--- src/rtl/dff_pkg.sv ---
// Shared defaults and helpers for the dff_pipe register pipeline.
// Imported by dff_stage and dff_pipe so parameter defaults live in one place.
package dff_pkg;

  localparam int unsigned DefaultWidth       = 1;
  localparam int unsigned DefaultDepth       = 1;
  localparam int unsigned DefaultRstVal      = 0;
  localparam bit          DefaultMaskInvalid = 1'b0;

  // Bits needed to hold an occupancy value in 0..depth inclusive.
  function automatic int unsigned cnt_width(int unsigned depth);
    return unsigned'($clog2(depth + 1));
  endfunction

endpackage

--- src/rtl/dff_stage.sv ---
// One pipeline slot: a WIDTH-bit data register plus its valid bit.
// Sync reset and clear both load {RST_VAL, 0}; reset wins over clear, clear over enable.
module dff_stage
  import dff_pkg::*;
#(
  parameter int unsigned      WIDTH        = DefaultWidth,
  parameter logic [WIDTH-1:0] RST_VAL      = WIDTH'(DefaultRstVal),
  parameter bit               MASK_INVALID = DefaultMaskInvalid
) (
  input  logic             clk,
  input  logic             rst,
  input  logic             clr,
  input  logic             en,
  input  logic [WIDTH-1:0] d,
  input  logic             d_valid,
  output logic [WIDTH-1:0] q,
  output logic             q_valid
);

  logic [WIDTH:0]   state_q, state_d;
  logic [WIDTH-1:0] d_masked;

  // An empty slot carries RST_VAL so downstream never sees stale payload.
  assign d_masked = (MASK_INVALID && !d_valid) ? RST_VAL : d;

  always_comb begin
    state_d = state_q;
    if (clr) begin
      state_d = {RST_VAL, 1'b0};
    end else if (en) begin
      state_d = {d_masked, d_valid};
    end
  end

  always_ff @(posedge clk) begin
    if (rst) begin
      state_q <= {RST_VAL, 1'b0};
    end else begin
      state_q <= state_d;
    end
  end

  assign q       = state_q[WIDTH:1];
  assign q_valid = state_q[0];

endmodule

--- src/rtl/dff_pipe.sv ---
// DEPTH-stage register pipeline with valid tracking, stall, flush and an occupancy counter.
// Outputs come straight from flops; nothing combinational reaches out/out_valid/count.
module dff_pipe
  import dff_pkg::*;
#(
  parameter int unsigned      WIDTH        = DefaultWidth,
  parameter int unsigned      DEPTH        = DefaultDepth,
  parameter logic [WIDTH-1:0] RST_VAL      = WIDTH'(DefaultRstVal),
  parameter bit               MASK_INVALID = DefaultMaskInvalid
) (
  input  logic                          clk,
  input  logic                          rst,
  input  logic                          en,
  input  logic                          flush,
  input  logic [WIDTH-1:0]              in,
  input  logic                          in_valid,
  output logic [WIDTH-1:0]              out,
  output logic                          out_valid,
  output logic [cnt_width(DEPTH)-1:0]   count
);

  localparam int unsigned CW = cnt_width(DEPTH);

  // Index 0 is the pipe input; index k is the output of stage k-1.
  logic [WIDTH-1:0] stage_data [DEPTH+1];
  logic [DEPTH:0]   stage_valid;

  assign stage_data[0]  = in;
  assign stage_valid[0] = in_valid;

  for (genvar k = 0; k < DEPTH; k++) begin : g_stage
    dff_stage #(
      .WIDTH        (WIDTH),
      .RST_VAL      (RST_VAL),
      .MASK_INVALID (MASK_INVALID)
    ) u_stage (
      .clk     (clk),
      .rst     (rst),
      .clr     (flush),
      .en      (en),
      .d       (stage_data[k]),
      .d_valid (stage_valid[k]),
      .q       (stage_data[k+1]),
      .q_valid (stage_valid[k+1])
    );
  end

  assign out       = stage_data[DEPTH];
  assign out_valid = stage_valid[DEPTH];

  logic [CW-1:0] count_q, count_d;

  // Modular add-then-subtract is exact: the result always lands in 0..DEPTH.
  always_comb begin
    count_d = count_q;
    if (flush) begin
      count_d = '0;
    end else if (en) begin
      count_d = count_q + CW'(in_valid) - CW'(out_valid);
    end
  end

  always_ff @(posedge clk) begin
    if (rst) begin
      count_q <= '0;
    end else begin
      count_q <= count_d;
    end
  end

  assign count = count_q;

endmodule

--- config.mk ---
export PLATFORM = sky130hd
export DESIGN_NAME = dff_pipe
export DESIGN_NICKNAME = d
export VERILOG_FILES = /design/src/rtl/dff_pkg.sv /design/src/rtl/dff_stage.sv /design/src/rtl/dff_pipe.sv
export SDC_FILE = /design/constraint.sdc
export NUM_CORES = 1
export LEC_CHECK = 0
export BUFFER_PORTS_ARGS = -buffer_cell sky130_fd_sc_hd__buf_4
export CAP_MARGIN = 40
export CORE_AREA = 5 5 42 44
export DETAILED_ROUTE_END_ITERATION = 8
export DIE_AREA = 0 0 47 49
export PLACE_DENSITY_LB_ADDON = 0.08
export SYNTH_ARGS = -nofsm -noshare
export SYNTH_HDL_FRONTEND = slang
export SYNTH_SLANG_ARGS = --single-unit
export TNS_END_PERCENT = 5
--- constraint.sdc ---
create_clock -name clk -period 1.1 [get_ports clk]
set_input_delay 0.165 -clock clk [delete_from_list [all_inputs] [get_ports clk]]
set_output_delay 0.165 -clock clk [all_outputs]
set_load 0.03 [all_outputs]
==> results.toml <==
[setup_path]
rrSetupSlack_ns = 0.11
cp.required_ns = 1.28
crit_arrival_ns = 1.18
cp-start-kind = "flip-flop"
critical_path_class = "reg -> reg"
crit_fanout = 3
end_kind = "flip-flop"
r2r_cells = 3
worstReg2RegStart = "g_stage[0].u_stage.state_q[0]"
r2r_end = "count"

[final_layout]
final_common_cell = "buf_4"
drive_gt1_share_pct = 54.2
nFillCells = 167
layout_common_cells = "buf_4 (8), nor3_1 (3), clkbuf_4 (3)"
register_area_um2 = 61.3
diodes = 0
multiInputGateArea_um2 = 67.6
syn2layout_area_growth_pct = 81.9
layout.cells.non_filler = 40
nNetsFinal = 31

[global_routing]
first_global_vias = 148
grtUsageTotal_pct = 4.22
grt_pass1_wl_um = 634
grt_max_degree = 5
grt-ovfl-total = 0
antenna_found_initial = 0

[die]
rows = 14
start_util_pct = 9.38
die-area_um2 = 2300
io_pins = 9
coreArea_um2 = 1400
die_h_um = 49
die_w_um = 47

[yosys]
ys_ff_latch = 3
yosysSeqAreaShare_pct = 45.7
syn_nets = 18
ys.warnings.count = 0
synth_cells = 12
netlist_area_um2 = 131
yosys.cell_types.count = 7
avgSynthCellArea_um2 = 10.9

[clock_network]
clock-root-buffer = "clkbuf_4"
post_cts_resized = 0
cts_buffers = 3
cts_sinks = 3
cts_tree = "built"
clkTransAtPathRegs_ns = 0.04
post_cts_buffers = 0
holdBufCountCts = 0
clk_latency_ns = 0.24
h-tree-depth = 1
cts_max_path_buffers = 2

[pwr]
ir_worst_vdd_mv = 0.437
p_sw_mw = 0.0891
power_switching_share_pct = 24.6
clockPowerShare_pct = 54.5
powerDensity_nw_per_um2 = 1520
p_seq_share_pct = 32.2
p_comb_share_pct = 13.3
internal-power_mw = 0.274
leakagePower_nw = 0.104

[detailed_routing]
routed_wl_um = 406
first_pass_iters = 3
drc_errors = 0
viasPerCell = 3.58
drtAntennaViolNets = 0
wl_per_cell_um = 10.2
vias = 143
drt-initial-drc-count = 2

[place]
place.gp.congestion = 0.579
pre_cts_ws_ns = 0.0495
place_inst = 36
io_buffers = 8
dpl.hpwl_um = 322

[sta]
final-hold-violation-count = 0
setup_violations = 0
timing.final.crit_share_pct = 90.4
period_needed_ns = 0.995
grt_setup_unrepaired = "false"
layout_setup_ws_ns = 0.105
finalMaxSlewViolations = 0
worst_pin_slew_ns = 0.277
fmax_ghz = 1.01
fin_setup_tns_ns = 0
fin_skew_ns = 0.0000618
max-slew-margin-rel_pct = 81.5

[worst_hold_path]
hold_start = "rst"
whs_path_depth = 2
hold_end = "g_stage[0].u_stage.state_q[0]"
min_path_type = "in -> reg"

[job]
cap_violations = 0

[status]
outcome = "finished, final reports clean"
## critical path, stage by stage, from the launching register on
cell       delay (ns)
dfxtp_2          0.32
xor2_1           0.18
a2111oi_2        0.31
a31o_1           0.13
## Yosys cell counts
master / n / area (µm²)
inv_1: 1 / 3.75
xor2_1: 1 / 8.76
mux2i_1: 2 / 20.0
a31o_1: 1 / 8.76
nor3_1: 3 / 15.0
a2111oi_2: 1 / 15.0
dfxtp_1: 3 / 60.1
## worst max-delay path by stage
stage                                        startpoint    end  slack, ns
after floorplan           g_stage[0].u_stage.state_q[0]  count       0.02
after global routing      g_stage[0].u_stage.state_q[0]  count       0.04
final                     g_stage[0].u_stage.state_q[0]  count       0.11
after CTS                 g_stage[0].u_stage.state_q[0]  count       0.04
after detailed placement  g_stage[0].u_stage.state_q[0]  count       0.05
after global placement    g_stage[0].u_stage.state_q[0]  count       0.07
## power groups by stage
stage	clock network, mW	logic [mW]	registers, mW
2_1_floorplan	0	0.0119	0.126
6_report	0.198	0.0482	0.117
5_1_grt	0.217	0.0519	0.117
4_1_cts	0.210	0.0492	0.117
3_3_place_gp	0	0.0489	0.118
3_5_place_dp	0	0.0491	0.118
## cell families after synthesis
family	after synthesis	synth area share (%)
mux	2	15.2
flops	3	45.7
simple gates	3	11.4
buf+inv	1	2.85
xor+xnor	1	6.67
compound gates	2	18.1
## per-layer routing
layer	share of wire, %	vias up	wire length [µm]	GRT usage [%]
met2	53	7	216	5.88
met5	0	-	0	0
met3	7.6	2	31	1.48
met4	3.7	0	15	5.53
met1	35	65	142	3.94
li1	-	69	-	-
## flip-flops by register name (all words and copies together), names as in the netlist
name                     flops
count                        1
g_stage.u_stage.state_q      2
## final cells by class
class | instances | share of cell area, %
multi-input cells | 8 | 28.3
inverters | 1 | 1.57
clock buffers | 4 | 11.0
flip-flops and latches | 3 | 25.7
well taps | 16 | 8.38
repair buffers | 8 | 25.1
## stage by stage
| step | utilization (%) | power (mW) | cell area (µm²) | hold slack (ns) |
|---|---|---|---|---|
| global route | 17.1 | 0.386 | 239 | 0.115 |
| finish | 17.1 | 0.363 | 239 | 0.117 |
| floorplan | - | 0.138 | 133 | 0.234 |
| detailed placement | 15.2 | 0.167 | 213 | 0.368 |
| global placement | 15.2 | 0.167 | 213 | 0.369 |
| CTS | 17.1 | 0.375 | 239 | 0.110 |
No activity file was read; power rests on OpenSTA's default activity.
